===== src/rtl/pkt_hdr_serializer.sv =====
// Packet header serializer: takes one descriptor per handshake and streams the header image
// (up to 128 bytes) onto a 512-bit AXI-Stream as one or two beats. For the last packet of a
// WQE it then presents one completion record.
module pkt_hdr_serializer #(
    parameter int unsigned PKT_DESC_WIDTH         = 1024,
    parameter int unsigned PKT_DESC_HDR_LEN_WIDTH = 8,
    parameter int unsigned AXIS_DATA_WIDTH        = 512,
    parameter int unsigned QP_PTR_WIDTH           = 5,
    parameter int unsigned PKT_CNT_WIDTH          = 32,
    parameter int unsigned ERR_CNT_WIDTH          = 16
) (
    input  logic                              clk,
    input  logic                              rst,
    input  logic                              i_pkt_desc_valid,
    output logic                              o_pkt_desc_ready,
    input  logic [PKT_DESC_HDR_LEN_WIDTH-1:0] i_pkt_desc_hdr_len,
    input  logic [PKT_DESC_WIDTH-1:0]         i_pkt_desc,
    input  logic                              i_final,
    input  logic [QP_PTR_WIDTH-1:0]           i_qpn,
    input  logic [63:0]                       i_wr_id,
    output logic                              m_axis_tvalid,
    input  logic                              m_axis_tready,
    output logic [AXIS_DATA_WIDTH-1:0]        m_axis_tdata,
    output logic [AXIS_DATA_WIDTH/8-1:0]      m_axis_tkeep,
    output logic                              m_axis_tlast,
    output logic                              o_cpl_valid,
    input  logic                              i_cpl_ready,
    output logic [QP_PTR_WIDTH-1:0]           o_cpl_qpn,
    output logic [63:0]                       o_cpl_wr_id,
    output logic [PKT_CNT_WIDTH-1:0]          o_pkt_cnt,
    output logic [ERR_CNT_WIDTH-1:0]          o_err_cnt
);

    localparam int unsigned KeepWidth = AXIS_DATA_WIDTH / 8;
    localparam logic [PKT_DESC_HDR_LEN_WIDTH-1:0] BeatLen =
        PKT_DESC_HDR_LEN_WIDTH'(AXIS_DATA_WIDTH / 8);
    localparam logic [PKT_DESC_HDR_LEN_WIDTH-1:0] MaxLen =
        PKT_DESC_HDR_LEN_WIDTH'(PKT_DESC_WIDTH / 8);

    typedef enum logic [1:0] {StIdle, StBeat0, StBeat1, StCpl} state_e;

    state_e                            state_q, state_d;
    logic [PKT_DESC_WIDTH-1:0]         desc_q, desc_d;
    logic [PKT_DESC_HDR_LEN_WIDTH-1:0] len_q, len_d;
    logic                              final_q, final_d;
    logic [QP_PTR_WIDTH-1:0]           qpn_q, qpn_d;
    logic [63:0]                       wr_id_q, wr_id_d;
    logic [PKT_CNT_WIDTH-1:0]          pkt_cnt_q, pkt_cnt_d;
    logic [ERR_CNT_WIDTH-1:0]          err_cnt_q, err_cnt_d;
    logic [ERR_CNT_WIDTH-1:0]          err_cnt_sat;

    // Saturating increment of the malformed-descriptor counter
    assign err_cnt_sat = (err_cnt_q == '1) ? err_cnt_q : err_cnt_q + 1'b1;

    // State and captured-descriptor registers; reset abandons any packet in flight
    always_ff @(posedge clk or posedge rst) begin
        if (rst) begin
            state_q   <= StIdle;
            desc_q    <= '0;
            len_q     <= '0;
            final_q   <= 1'b0;
            qpn_q     <= '0;
            wr_id_q   <= '0;
            pkt_cnt_q <= '0;
            err_cnt_q <= '0;
        end else begin
            state_q   <= state_d;
            desc_q    <= desc_d;
            len_q     <= len_d;
            final_q   <= final_d;
            qpn_q     <= qpn_d;
            wr_id_q   <= wr_id_d;
            pkt_cnt_q <= pkt_cnt_d;
            err_cnt_q <= err_cnt_d;
        end
    end

    // Next-state, descriptor capture and counter updates
    always_comb begin
        state_d   = state_q;
        desc_d    = desc_q;
        len_d     = len_q;
        final_d   = final_q;
        qpn_d     = qpn_q;
        wr_id_d   = wr_id_q;
        pkt_cnt_d = pkt_cnt_q;
        err_cnt_d = err_cnt_q;
        unique case (state_q)
            StIdle: begin
                if (i_pkt_desc_valid) begin
                    desc_d  = i_pkt_desc;
                    final_d = i_final;
                    qpn_d   = i_qpn;
                    wr_id_d = i_wr_id;
                    if (i_pkt_desc_hdr_len == '0) begin
                        // Empty header: nothing to send, but a final packet still completes
                        err_cnt_d = err_cnt_sat;
                        len_d     = '0;
                        state_d   = i_final ? StCpl : StIdle;
                    end else begin
                        if (i_pkt_desc_hdr_len > MaxLen) begin
                            err_cnt_d = err_cnt_sat;
                            len_d     = MaxLen;
                        end else begin
                            len_d = i_pkt_desc_hdr_len;
                        end
                        state_d = StBeat0;
                    end
                end
            end
            StBeat0: begin
                if (m_axis_tready) begin
                    if (len_q <= BeatLen) begin
                        pkt_cnt_d = pkt_cnt_q + 1'b1;
                        state_d   = final_q ? StCpl : StIdle;
                    end else begin
                        state_d = StBeat1;
                    end
                end
            end
            StBeat1: begin
                if (m_axis_tready) begin
                    pkt_cnt_d = pkt_cnt_q + 1'b1;
                    state_d   = final_q ? StCpl : StIdle;
                end
            end
            StCpl: begin
                if (i_cpl_ready) begin
                    state_d = StIdle;
                end
            end
            default: state_d = StIdle;
        endcase
    end

    // Stream outputs decoded from the state and captured descriptor, so they hold during stalls
    always_comb begin
        m_axis_tvalid = 1'b0;
        m_axis_tdata  = '0;
        m_axis_tkeep  = '0;
        m_axis_tlast  = 1'b0;
        unique case (state_q)
            StBeat0: begin
                m_axis_tvalid = 1'b1;
                m_axis_tdata  = desc_q[AXIS_DATA_WIDTH-1:0];
                if (len_q <= BeatLen) begin
                    m_axis_tlast = 1'b1;
                    for (int i = 0; i < int'(KeepWidth); i++) begin
                        m_axis_tkeep[i] = (i < int'(len_q));
                    end
                end else begin
                    m_axis_tkeep = '1;
                end
            end
            StBeat1: begin
                m_axis_tvalid = 1'b1;
                m_axis_tdata  = desc_q[2*AXIS_DATA_WIDTH-1:AXIS_DATA_WIDTH];
                m_axis_tlast  = 1'b1;
                for (int i = 0; i < int'(KeepWidth); i++) begin
                    m_axis_tkeep[i] = (i + int'(KeepWidth) < int'(len_q));
                end
            end
            default: ;
        endcase
    end

    assign o_pkt_desc_ready = (state_q == StIdle);
    assign o_cpl_valid      = (state_q == StCpl);
    assign o_cpl_qpn        = qpn_q;
    assign o_cpl_wr_id      = wr_id_q;
    assign o_pkt_cnt        = pkt_cnt_q;
    assign o_err_cnt        = err_cnt_q;

endmodule

===== config.mk =====
export PLATFORM = sky130hd
export DESIGN_NAME = pkt_hdr_serializer
export DESIGN_NICKNAME = d
export VERILOG_FILES = /design/src/rtl/pkt_hdr_serializer.sv
export SDC_FILE = /design/constraint.sdc
export NUM_CORES = 2
export LEC_CHECK = 0
export CAP_MARGIN = 20
export CELL_PAD_IN_SITES_DETAIL_PLACEMENT = 1
export CELL_PAD_IN_SITES_GLOBAL_PLACEMENT = 1
export CORE_AREA = 2 2 712 714
export CTS_CLUSTER_SIZE = 8
export DETAILED_ROUTE_END_ITERATION = 12
export DIE_AREA = 0 0 714 716
export GPL_TIMING_DRIVEN = 1
export PLACE_DENSITY_LB_ADDON = 0.1
export SYNTH_ARGS = -nofsm -noshare
export SYNTH_HDL_FRONTEND = slang
export SYNTH_SLANG_ARGS = --single-unit
export TNS_END_PERCENT = 50

===== constraint.sdc =====
create_clock -name clk -period 43.7 [get_ports clk]
set_input_delay 13.11 -clock clk [delete_from_list [all_inputs] [get_ports clk]]
set_output_delay 13.11 -clock clk [all_outputs]
set_load 0.005 [all_outputs]

# [Word level (Yosys, flattened, before mapping)]
# Cells that the tools add are included.
[op_classes] add_sub_neg=2 n_lt_le_gt_ge=130 eq_ne=9 muxes=24 n_reduce_logical=9
[ops] operator="case mux 512 bit (2 select lines)" count=1
[ops] operator="< comparator 7 x 8 -> 1 bit, first input constant" count=64
[ops] operator="< comparator 6 x 8 -> 1 bit, first input constant" count=32
[ops] operator="< comparator 5 x 8 -> 1 bit, first input constant" count=16
[ops] operator="case mux 64 bit (2 select lines)" count=1
[ops] operator="two-way mux 32 bit" count=3
[ops] operator="< comparator 4 x 8 -> 1 bit, first input constant" count=8
[ops] operator="two-way mux 64 bit" count=1
[ops] operator="case mux 32 bit (2 select lines)" count=1
[ops] operator="two-way mux 16 bit" count=3
[ops] operator="adder 32 x 1 -> 32 bit, second input constant" count=1
[ops] operator="< comparator 3 x 8 -> 1 bit, first input constant" count=4
[ops] operator="adder 16 x 1 -> 16 bit, second input constant" count=1
[ops] operator="equality test 16 bit, second input constant" count=1
[ops] operator="< comparator 1 x 8 -> 1 bit, first input constant" count=2
[ops] operator="< comparator 2 x 8 -> 1 bit, first input constant" count=2
[ops] operator="two-way mux 2 bit" count=8
[ops] operator="two-way mux 8 bit" count=2
[ops] operator="greater-than comparator 8 bit, second input constant" count=1
[ops] operator="less-or-equal comparator 8 x 7 -> 1 bit, second input constant" count=1
[ops] operator="logical NOT 8 bit" count=1
[ops] operator="inequality test 2 bit, second input constant" count=4
[ops] operator="case mux 2 bit (4 select lines)" count=1
[ops] operator="AND reduction 4 bit" count=2
[ops] operator="other kinds (10)" count=13
[totals] ff_bits=1152 inputBits=1107

# [Longest topological paths before layout]
[depth] depth_word=4 depth_mapped=10

# [Worst setup path before layout]
# OpenSTA, ideal clock, no wires.
[synth_path] path_kind="register -> output" from="reg state_q[0]" to="out m_axis_tdata[100]" arrival_time_ns=1.854 path_slack_ns=28.736 stages_incl_launch_ff=9 path_cell_list="dfrtp_1 inv_1 ha_1 clkbuf_1 clkbuf_1 clkbuf_1 buf_1 a22oi_1 nor2b_1"
[synth_between] elab_chain_len=2 elab_cells_between_ends=3 cone_classes="eq/ne: 2; mux: 1"
[synth_lines] element="from (decl)" line="42" text="state_e state_q, state_d;"
[synth_lines] element="from (signal assigned)" line="58" text="state_q <= StIdle;"
[synth_lines] element="from (signal assigned)" line="67" text="state_q <= state_d;"
[synth_lines] element="equality test 2 bit or equality test 2 x 1 -> 1 bit (tied branches)" line="142" text="unique case (state_q)"
[synth_lines] element="case mux 512 bit (2 select lines) (*)" line="142"
[synth_lines] element="to (decl)" line="23" text="output logic [AXIS_DATA_WIDTH-1:0] m_axis_tdata,"
# Mark *: on every way between the ends. The rest lies on a longest branch, timed or not.

# [Worst setup path in the final report]
[layout_path] from="reg state_q[0]" to="out m_axis_tdata[141]"
# Same word-level chain as after synthesis.

==> results.cfg <==
[critical_path]
critical_path_required_ps = 30590
worstPathMaxFanout = 54
cp-end-kind = primary output
cp_common_cell = buf_4
path_class = flop to primary output
cp_slowest_cell = buf_4
slowest_delay_ps = 830
arrival_ps = 6170
worstSetupStartpointType = flop
path_cells = inv_1 > ha_4 > buf_4 > buf_4 > buf_4 > buf_4 > a22oi_1 > nor2b_1 > clkdlybuf4s50_1

[timing]
grt_setup_unrepaired = false
clock_skew_ps = 46.4
layout_min_cycle_time_ps = 19280
drv_slew = 0
hold_viol_final = 0
worst_pin_slew_ps = 1130
fmax_mhz = 51.9
slew_headroom_pct = 25.0
setup_viol = 0
min_period_over_period_pct = 44.1
finalSetupTns_ps = 0

[clock_tree]
insertion_delay_ps = 890
cts.sinks = 1152
ctsResizeCount = 0
cts_buffer_depth = 4
root_buffer = clkbuf_16
cts_made_buffers = 180
cts_tree = yes
post-cts-setup-buffers = 0
cts_hold_buf = 0
clkSlewWorstSetupHoldPaths_ps = 50
htreeDepth = 4

[floorplanning]
ios = 1804
die_width_um = 714
dieHeight_um = 716
coreArea_sq_mm = 0.504
rows = 261
die_area_sq_mm = 0.511
initial_core_util_pct = 10.3

[pwr]
p_int_uw = 3450
combPwrFrac_pct = 47.0
p_clk_share_pct = 22.7
p_leak_uw = 0.0359
p_seq_share_pct = 30.3
ir_worst_vdd_v = 0.0000462
switching_share_pct = 43.2
powerDensity_mw_per_mm2 = 73.2
p_total_uw = 6070
p_sw_uw = 2620

[grt]
grt_pass1_wl_um = 523000
grt-ovfl-total = 0
grt_pass1_vias = 54500
grt_max_degree = 165
grt.total_usage_pct = 14.9
antenna_found_initial = 332

[yosys]
synthTopCellsByCount = nand2_1 (3320), dfrtp_1 (1152), nor2b_1 (515), a22oi_1 (512), clkbuf_1 (405)
synth-main-ff-cell = dfrtp_1
synth_area_leader_cell = dfrtp_1
yosysUniqueCellTypes = 51
netlist_instances = 6218
ys_seq_elements = 1152
synth-warning-count = 0
syn_avg_cell_area_sq_um = 8.36
synth_most_common_cell = nand2_1
ys_top_cells_by_area = dfrtp_1 (55%), nand2_1 (24%), a22oi_1 (7.4%)
async_flop_share_pct = 100
synth_edf_count = 0
synth_top_area_share_pct = 55.5
syn-cell-area_sq_mm = 0.0520
synthesis.nets = 7331
synth-seq-area-share_pct = 55.5

[final_layout]
drive_gt1_share_pct = 4.22
multi_input_area_sq_mm = 0.0214
regArea_sq_mm = 0.0288
area_growth_pct = 59.6
fillers = 59100
nets = 8961

[place]
hpwlAfterDp_um = 306000
io_buffers = 1803
gp_congestion = 0.849

[routing]
wl_per_cell_um = 26.8
drcViolationCount = 0
vias = 51100
via_per_inst = 3.47
drtAntennaViolNets = 0
routed_wl_um = 395000
firstDrtPassIters = 5
drt_iter0_markers = 2662

[min_path]
hold_path.class = flop to flop

[run]
drv_cap = 0

[run_status]
status = finished clean
kinds of logic after synthesis:
kind of cell	synth area share, %
AND/OR/NAND/NOR	31.5
flip-flops	55.5
AO/OA/AOI/OAI	8.59
buffers and inverters	3.37
XOR/XNOR	0.754
adder cells (fa/ha/maj)	0.164
multiplexers	0.0867
sequential cells by signal, summed over array words and instances (netlist names):
name,cells
o_err_cnt,16
len_q,8
desc_q,1024
o_cpl_qpn,5
o_pkt_cnt,32
state_q,2
o_cpl_wr_id,64
final_q,1
routing by layer:
metal	GRT usage [%]	wire, um	part of all wire [%]	vias to the layer above
met4	3.75	11800	3.0	164
li1	-	-	-	23000
met1	16.7	153000	39	25500
met2	26.2	195000	50	1623
met5	0	1070	0.27	-
met3	5.66	33500	8.5	736
power groups by stage:
stage               Clock [uW]  Sequential, uW  Combinational (uW)
finish                    1380            1840                2860
global route              1480            1900                3170
CTS                       1460            1840                3020
detailed placement           0            1860                3000
global placement             0            1840                2990
floorplan                    0            1770                1300
metrics by stage:
stage	hold slack (ps)	setup slack [ps]	cells	util [%]	instance area [sq um]
2_1_floorplan	446	14690	6218	-	52000
3_3_place_gp	457	24190	14400	15.4	77500
3_5_place_dp	462	24140	14400	15.4	77500
4_1_cts	476	24120	14600	16.4	82700
5_1_grt	489	24030	14700	16.4	82800
6_report	472	24420	14700	16.5	82900
cell type report:
| cell class | count | share of cell area [%] |
|---|---|---|
| sequential | 1152 | 34.8 |
| inverter | 15 | 0.0724 |
| clock buffer | 249 | 5.98 |
| clock inverter | 19 | 0.299 |
| antenna | 70 | 0.211 |
| tap | 6706 | 10.1 |
| multi-input combinational | 4608 | 25.9 |
| timing repair buffer | 1891 | 22.7 |
path summary, 6_finish.rpt:
check                                 start           endpoint  slack, ps  cells past startpoint
worst max register to register   state_q[0]        desc_q[300]      37070                     12
max in group asynchronous               rst        desc_q[236]      26380                      8
min in group asynchronous               rst        desc_q[515]      12820                      3
worst max-delay path             state_q[0]  m_axis_tdata[141]      24420                      9
worst min register to register  desc_q[156]        desc_q[156]        470                      2
worst min-delay path            desc_q[156]        desc_q[156]        470                      2
critical path, delay by kind of cell, from the launching register on:
family / cells / cell delay (ps)
AND/OR/NAND/NOR: 1 / 210
adder cells (fa/ha/maj): 1 / 590
AO/OA/AOI/OAI: 1 / 190
flip-flops: 1 / 440
buffers and inverters: 6 / 3550
cells in the final DEF, fill, tap and decap left out, drive strengths merged, types with 3 or more instances in the layout:
cell type	n
and3	11
nand4	18
clkinvlp	4
nand3b	6
nand2b	4
nor2	13
xor2	8
clkbuf	249
o21a	12
a31oi	4
nor4	3
nand3	23
a22oi	512
o21ai	30
clkinv	11
inv	17
mux2	4
a21oi	43
xnor2	35
ha	6
and4	8
nor2b	515
buf	88
nand2	3320
nor3	5
dfrtp	1152
and2	7
diode	70
clkdlybuf4s50	1803
Power figures use the tool's default switching activity.
